File: src/rtl/dff_pair_sequencer.sv
`default_nettype none
// +----------------------------------------------------------------------------+
// | Module   : dff_pair_sequencer                                              |
// | Purpose  : Six-step self-test sequencer for a dual D flip-flop with        |
// |            active-low async set/reset; counts and reports Q/Qn mismatches. |
// | Revision : 1.0  initial release                                            |
// +----------------------------------------------------------------------------+
module dff_pair_sequencer #(
  parameter int HALF_PERIOD = 12000,
  parameter int CNT_W       = 16
) (
  input  logic       clk1,
  input  logic       reset1_n,
  input  logic       start,
  input  logic       abort,
  output logic       ff_clk1,
  output logic       ff_clk2,
  output logic       ff_d1,
  output logic       ff_d2,
  output logic       ff_set1_n,
  output logic       ff_set2_n,
  output logic       ff_rst1_n,
  output logic       ff_rst2_n,
  input  logic       q1,
  input  logic       q1_n,
  input  logic       q2,
  input  logic       q2_n,
  output logic       busy,
  output logic       done,
  output logic       pass,
  output logic [7:0] err_cnt,
  output logic [2:0] fail_step
);

  typedef enum logic [2:0] {
    S_IDLE   = 3'd0,
    S_SETUP  = 3'd1,
    S_EDGE   = 3'd2,
    S_CHECK  = 3'd3,
    S_FINISH = 3'd4
  } state_t;

  localparam logic [CNT_W-1:0] c_hp_last   = CNT_W'(HALF_PERIOD - 1);
  localparam logic [CNT_W-1:0] c_cnt_one   = CNT_W'(1);
  localparam logic [2:0]       c_last_step = 3'd5;
  localparam logic [2:0]       c_no_fail   = 3'd7;

  // Drive part of the step table: {rst_n, set_n, d1, d2, clocked}
  function automatic logic [4:0] step_drive(input logic [2:0] s);
    case (s)
      3'd0:    step_drive = 5'b0_1_0_0_0;
      3'd1:    step_drive = 5'b1_0_0_0_0;
      3'd2:    step_drive = 5'b1_1_0_1_1;
      3'd3:    step_drive = 5'b1_1_1_0_1;
      3'd4:    step_drive = 5'b1_1_0_1_0;
      3'd5:    step_drive = 5'b1_1_0_1_1;
      default: step_drive = 5'b1_1_0_0_0;
    endcase
  endfunction

  // Expected part of the step table: {exp_q1, exp_q2}
  function automatic logic [1:0] step_exp(input logic [2:0] s);
    case (s)
      3'd0:    step_exp = 2'b00;
      3'd1:    step_exp = 2'b11;
      3'd2:    step_exp = 2'b01;
      3'd3:    step_exp = 2'b10;
      3'd4:    step_exp = 2'b10;
      3'd5:    step_exp = 2'b01;
      default: step_exp = 2'b00;
    endcase
  endfunction

  state_t           r_state;
  state_t           w_state_nxt;
  logic [2:0]       r_step;
  logic [2:0]       w_step_nxt;
  logic [CNT_W-1:0] r_cnt;
  logic [CNT_W-1:0] w_cnt_nxt;
  logic [7:0]       r_err_cnt;
  logic [7:0]       w_err_nxt;
  logic [2:0]       r_fail_step;
  logic [2:0]       w_fail_nxt;
  logic             r_pass;
  logic             w_pass_nxt;

  logic [3:0]       r_q_meta;
  logic [3:0]       r_q_sync;
  logic [1:0]       w_exp_cur;
  logic [3:0]       w_exp_lines;
  logic             w_mismatch;
  logic [4:0]       w_drv_nxt;

  logic             r_ff_clk;
  logic             r_ff_d1;
  logic             r_ff_d2;
  logic             r_ff_set_n;
  logic             r_ff_rst_n;

  always_ff @(posedge clk1 or negedge reset1_n) begin
    if (!reset1_n) begin
      r_q_meta <= 4'b0000;
      r_q_sync <= 4'b0000;
    end else begin
      r_q_meta <= {q1, q1_n, q2, q2_n};
      r_q_sync <= r_q_meta;
    end
  end

  assign w_exp_cur   = step_exp(r_step);
  assign w_exp_lines = {w_exp_cur[1], ~w_exp_cur[1], w_exp_cur[0], ~w_exp_cur[0]};
  assign w_mismatch  = (r_q_sync != w_exp_lines);

  always_ff @(posedge clk1 or negedge reset1_n) begin
    if (!reset1_n) begin
      r_state     <= S_IDLE;
      r_step      <= 3'd0;
      r_cnt       <= '0;
      r_err_cnt   <= 8'd0;
      r_fail_step <= c_no_fail;
      r_pass      <= 1'b0;
    end else begin
      r_state     <= w_state_nxt;
      r_step      <= w_step_nxt;
      r_cnt       <= w_cnt_nxt;
      r_err_cnt   <= w_err_nxt;
      r_fail_step <= w_fail_nxt;
      r_pass      <= w_pass_nxt;
    end
  end

  always_comb begin
    w_state_nxt = r_state;
    w_step_nxt  = r_step;
    w_cnt_nxt   = r_cnt;
    w_err_nxt   = r_err_cnt;
    w_fail_nxt  = r_fail_step;
    w_pass_nxt  = r_pass;

    case (r_state)
      S_IDLE: begin
        if (start && !abort) begin
          w_state_nxt = S_SETUP;
          w_step_nxt  = 3'd0;
          w_cnt_nxt   = '0;
          w_err_nxt   = 8'd0;
          w_fail_nxt  = c_no_fail;
          w_pass_nxt  = 1'b0;
        end
      end
      S_SETUP: begin
        if (r_cnt == c_hp_last) begin
          w_cnt_nxt   = '0;
          w_state_nxt = S_EDGE;
        end else begin
          w_cnt_nxt = r_cnt + c_cnt_one;
        end
      end
      S_EDGE: begin
        if (r_cnt == c_hp_last) begin
          w_cnt_nxt   = '0;
          w_state_nxt = S_CHECK;
        end else begin
          w_cnt_nxt = r_cnt + c_cnt_one;
        end
      end
      S_CHECK: begin
        if (w_mismatch) begin
          w_err_nxt = (r_err_cnt == 8'hFF) ? 8'hFF : r_err_cnt + 8'd1;
          if (r_fail_step == c_no_fail) begin
            w_fail_nxt = r_step;
          end
        end
        // pass is settled on entry to FINISH so it is valid alongside done
        if (r_step == c_last_step) begin
          w_state_nxt = S_FINISH;
          w_pass_nxt  = (w_err_nxt == 8'd0);
        end else begin
          w_state_nxt = S_SETUP;
          w_step_nxt  = r_step + 3'd1;
          w_cnt_nxt   = '0;
        end
      end
      S_FINISH: begin
        w_state_nxt = S_IDLE;
      end
      default: begin
        w_state_nxt = S_IDLE;
      end
    endcase

    if (abort && (r_state != S_IDLE)) begin
      w_state_nxt = S_IDLE;
      w_step_nxt  = 3'd0;
      w_cnt_nxt   = '0;
      w_pass_nxt  = 1'b0;
    end
  end

  // Pin registers follow the next state so pins and state change on the same edge
  assign w_drv_nxt = step_drive(w_step_nxt);

  always_ff @(posedge clk1 or negedge reset1_n) begin
    if (!reset1_n) begin
      r_ff_clk   <= 1'b0;
      r_ff_d1    <= 1'b0;
      r_ff_d2    <= 1'b0;
      r_ff_set_n <= 1'b1;
      r_ff_rst_n <= 1'b1;
    end else begin
      case (w_state_nxt)
        S_SETUP, S_EDGE, S_CHECK: begin
          r_ff_clk   <= (w_state_nxt == S_EDGE) ? w_drv_nxt[0] : 1'b0;
          r_ff_d1    <= w_drv_nxt[2];
          r_ff_d2    <= w_drv_nxt[1];
          r_ff_set_n <= w_drv_nxt[3];
          r_ff_rst_n <= w_drv_nxt[4];
        end
        default: begin
          r_ff_clk   <= 1'b0;
          r_ff_d1    <= 1'b0;
          r_ff_d2    <= 1'b0;
          r_ff_set_n <= 1'b1;
          r_ff_rst_n <= 1'b1;
        end
      endcase
    end
  end

  assign ff_clk1   = r_ff_clk;
  assign ff_clk2   = r_ff_clk;
  assign ff_d1     = r_ff_d1;
  assign ff_d2     = r_ff_d2;
  assign ff_set1_n = r_ff_set_n;
  assign ff_set2_n = r_ff_set_n;
  assign ff_rst1_n = r_ff_rst_n;
  assign ff_rst2_n = r_ff_rst_n;

  assign busy      = (r_state != S_IDLE);
  assign done      = (r_state == S_FINISH);
  assign pass      = r_pass;
  assign err_cnt   = r_err_cnt;
  assign fail_step = r_fail_step;

endmodule
`default_nettype wire

File: config.mk
export PLATFORM = sky130hd
export DESIGN_NAME = dff_pair_sequencer
export DESIGN_NICKNAME = d
export VERILOG_FILES = /design/src/rtl/dff_pair_sequencer.sv
export SDC_FILE = /design/constraint.sdc
export NUM_CORES = 1
export LEC_CHECK = 0
export CORE_ASPECT_RATIO = 0.9
export CORE_MARGIN = 2
export CORE_UTILIZATION = 55
export DETAILED_ROUTE_END_ITERATION = 8
export PLACE_DENSITY = 0.85
export SYNTH_ARGS = -nofsm -noshare
export SYNTH_HDL_FRONTEND = slang
export SYNTH_SLANG_ARGS = --single-unit
export TNS_END_PERCENT = 1
File: constraint.sdc
create_clock -name clk1 -period 2.8 [get_ports clk1]
set_input_delay 0.42 -clock clk1 [delete_from_list [all_inputs] [get_ports clk1]]
set_output_delay 0.42 -clock clk1 [all_outputs]
set_load 0.005 [all_outputs]
==> summary.md <==
| Metric | Value |
|---|---|
| Status | finished clean |
| Maxcap violations | 0 |
| Dominant cell type by area after synthesis | dfrtp_1 |
| Drt via density | 5.99 |
| Clock Sinks | between 40 and 50 |
| Sequential fraction of the synthesis area | between 40% and 50% |
| Synth top area cells | dfrtp_1 39%, o21ai_0 5.0%, dfstp_2 4.9%, nand2_1 4.2%, ha_1 3.2% |
| Final HPWL DP | 3.90 mm |
| Yosys warning total | 0 |
| CTS Buf Count | 5 |
| First-pass GRT wire length | between 9 and 10 mm |
| Largest net degree at the start of global routing | 48 |
| EDFF count, synth | 0 |
| Final #Nets | between 300 and 400 |
| Hold WC Path Type | in2async |
| Pwr Total | roughly 1400 uW |
| CTS Root Cell | clkbuf_8 |
| Setup violations, final | 0 |
| Worst Path Required | about 3000 ps |
| Worst flop-to-flop path startpoint | r_step[1]$_DFF_PN0_ |
| Final hold violations | 0 |
| Synth Net Count | about 300 |
| Fillers | about 360 |
| Post-Synthesis Cells | between 200 and 300 |
| Capturing element type of the critical path | register |
| Clk_lat worst skew | ~300 ps |
| Critical path origin | r_step[1]$_DFF_PN0_ |
| Setup bufs post-CTS | 0 |
| Max Root-Sink Buffers | 2 |
| Minimum clock period | between 2000 and 3000 ps |
| Worst R2R End | pass$_DFFE_PN0P_ |
| Die width | slightly below 80 um |
| Cell Area, Synth | 2700 um2 |
| Routed Antenna Nets | 0 |
| CTS clock-pin slew for the worst setup and hold paths | around 80 ps |
| Slew @ Worst Pin | around 1000 ps |
| CP endpoint | pass$_DFFE_PN0P_ |
| Starting density of the core | 56.4% |
| Starting DRT DRC Count | 230 |
| Total GRT Usage | between 20% and 30% |
| R2r setup slk | approximately 190 ps |
| Max-slew violations | 0 |
| Setup TNS | 0 ps |
| Initial antenna violation count | 0 |
| WP data arrival | 2820 ps |
| FP Rows | 24 |
| VDD IR max | between 200 and 300 uV |
| # port buffers | 29 |
| Max Freq | between 300 and 400 MHz |
| Netlist cell types | 59 |
| PostCTS Resize Cnt | 0 |
| Clock skew | 6.26 ps |
| Commonest cells in the netlist | 42 x dfrtp_1, 30 x nand2_1, 27 x o21ai_0, 21 x nor2_1, 14 x nand3_1 |
| Core ar. | 4770 um2 |
| Final worst-path cycle share | 93.3% |
| Number of global-route vias before repair | approximately 2100 |
| Diode count | 0 |
| GR Overflow Total | 0 |
| Die area | between 5000 and 6000 um2 |
| Detailed-route via count | between 2000 and 2500 |
| Setup crit start kind | register |
| Drt pass-1 iters | 5 |
| Syn avg cell area | 9.33 um2 |
| Static leakage | approximately 0.0013 uW |
| Register-to-Register Path Depth | 8 |
| Routed wire per std cell | ~15 um |
| Share of layout cells above drive strength 1 | around an eighth |
| Top-count cell post-synth | dfrtp_1 |
| H-tree depth | 2 |
| Crit Path Max Fanout | 8 |
| Drc violations | 0 |
| Area Overhead vs Synth | 15.4% |
| Post-synthesis async set-or-reset flop share | 100% |
| CP Class | reg2reg |
| Die Height | between 70 and 80 um |
| Most used DFF post-synth | dfrtp_1 |
| RSZ-0062 raised after global routing | false |
| RePlAce Congestion | ~0.88 |
| CTS tree | done |
| Number of synthesized register bits | 47 |
| Drt total wl | around 5.6 mm |
| Slew headroom | 33.0% |
| CTS Hold Buffers Added | 0 |
| PwrDens | between 400 and 500 nW/um2 |
| Top-area cell type share of the netlist area | around two fifths |
| IO Count | 30 |
-- per-layer routing --
metal	GRT usage (%)	routed length (um)
met1	32.0	2640
met2	32.9	2550
met3	4.01	316
met4	8.33	104
met5	0	0
-- critical path, stage by stage (launching register included) --
cell and delay [ps]:
dfrtp_1 440, inv_1 120, ha_1 230, or3_1 420, a211o_1 310, a22o_1 320, a21oi_1 260, o2111ai_1 150
o31ai_1 270
-- cell type report --
type                       instances  area [um2]  area share, %
clock buffer                       6        82.6           2.66
clock inverter                     2        35.0           1.13
inverter                          10        37.5           1.21
multi-input combinational        215        1380           44.2
sequential                        47        1180           38.0
tap                               65        81.3           2.62
timing repair buffer              33         315           10.1
-- power by group --
part           internal [uW]  switching (uW)
registers                696            17.4
clock network            289             221
logic                   53.4            74.7
-- placed cells by master (no fill, tap or decap), types with 3 or more instances in the layout --
cell	instances
and3_1	4
nor2b_1	6
nand2_1	30
nand3_1	14
clkdlybuf4s50_1	28
nor4_1	3
clkbuf_8	6
dfrtp_1	42
a21oi_1	10
nor3_1	3
o41ai_1	5
nand4_1	4
or3_1	4
o21ai_0	27
o31ai_1	8
mux2i_1	3
ha_1	7
mux2_2	4
dfstp_2	5
or2_2	4
nand2b_1	3
inv_1	10
and2_1	4
buf_4	4
nor2_1	21
a31oi_1	7
-- flip-flops by register name (all words and copies together) (netlist names), 3 cells and up --
name / cells
r_step: 3
fail_step: 3
err_cnt: 8
r_state: 3
r_cnt: 16
r_q_sync: 4
r_q_meta: 4
-- logic make-up after synthesis --
family | Yosys count | synth area share [%]
buf+inv | 27 | 5.11
flops | 47 | 43.9
fa+ha+maj | 7 | 3.25
simple gates | 119 | 24.2
mux | 7 | 2.79
xor+xnor | 3 | 0.975
compound gates | 79 | 19.8
-- how the worst min path moves through the flow --
stage,startpoint,endpoint,slack [ps]
floorplan,reset1_n,err_cnt[0]$_DFFE_PN0P_,120
global placement,r_q_meta[3]$_DFF_PN0_,r_q_sync[3]$_DFF_PN0_,330
detailed placement,r_q_meta[0]$_DFF_PN0_,r_q_sync[0]$_DFF_PN0_,340
CTS,reset1_n,r_q_meta[1]$_DFF_PN0_,330
global route,r_q_meta[0]$_DFF_PN0_,r_q_sync[0]$_DFF_PN0_,360
finish,reset1_n,r_q_meta[1]$_DFF_PN0_,280
-- metrics by stage --
| step | instances | worst slack [ps] | area, um2 | hold WS (ps) | utilization (%) |
|---|---|---|---|---|---|
| after floorplan | 289 | 501 | 2700 | 124 | - |
| after global placement | 370 | 226 | 2990 | 334 | 62.7 |
| final | 378 | 187 | 3110 | 279 | 65.1 |
| after detailed placement | 370 | 186 | 2990 | 339 | 62.7 |
| after global routing | 378 | 23.3 | 3110 | 361 | 65.1 |
| after CTS | 378 | 217 | 3110 | 326 | 65.1 |
Power figures use the tool's default switching activity.
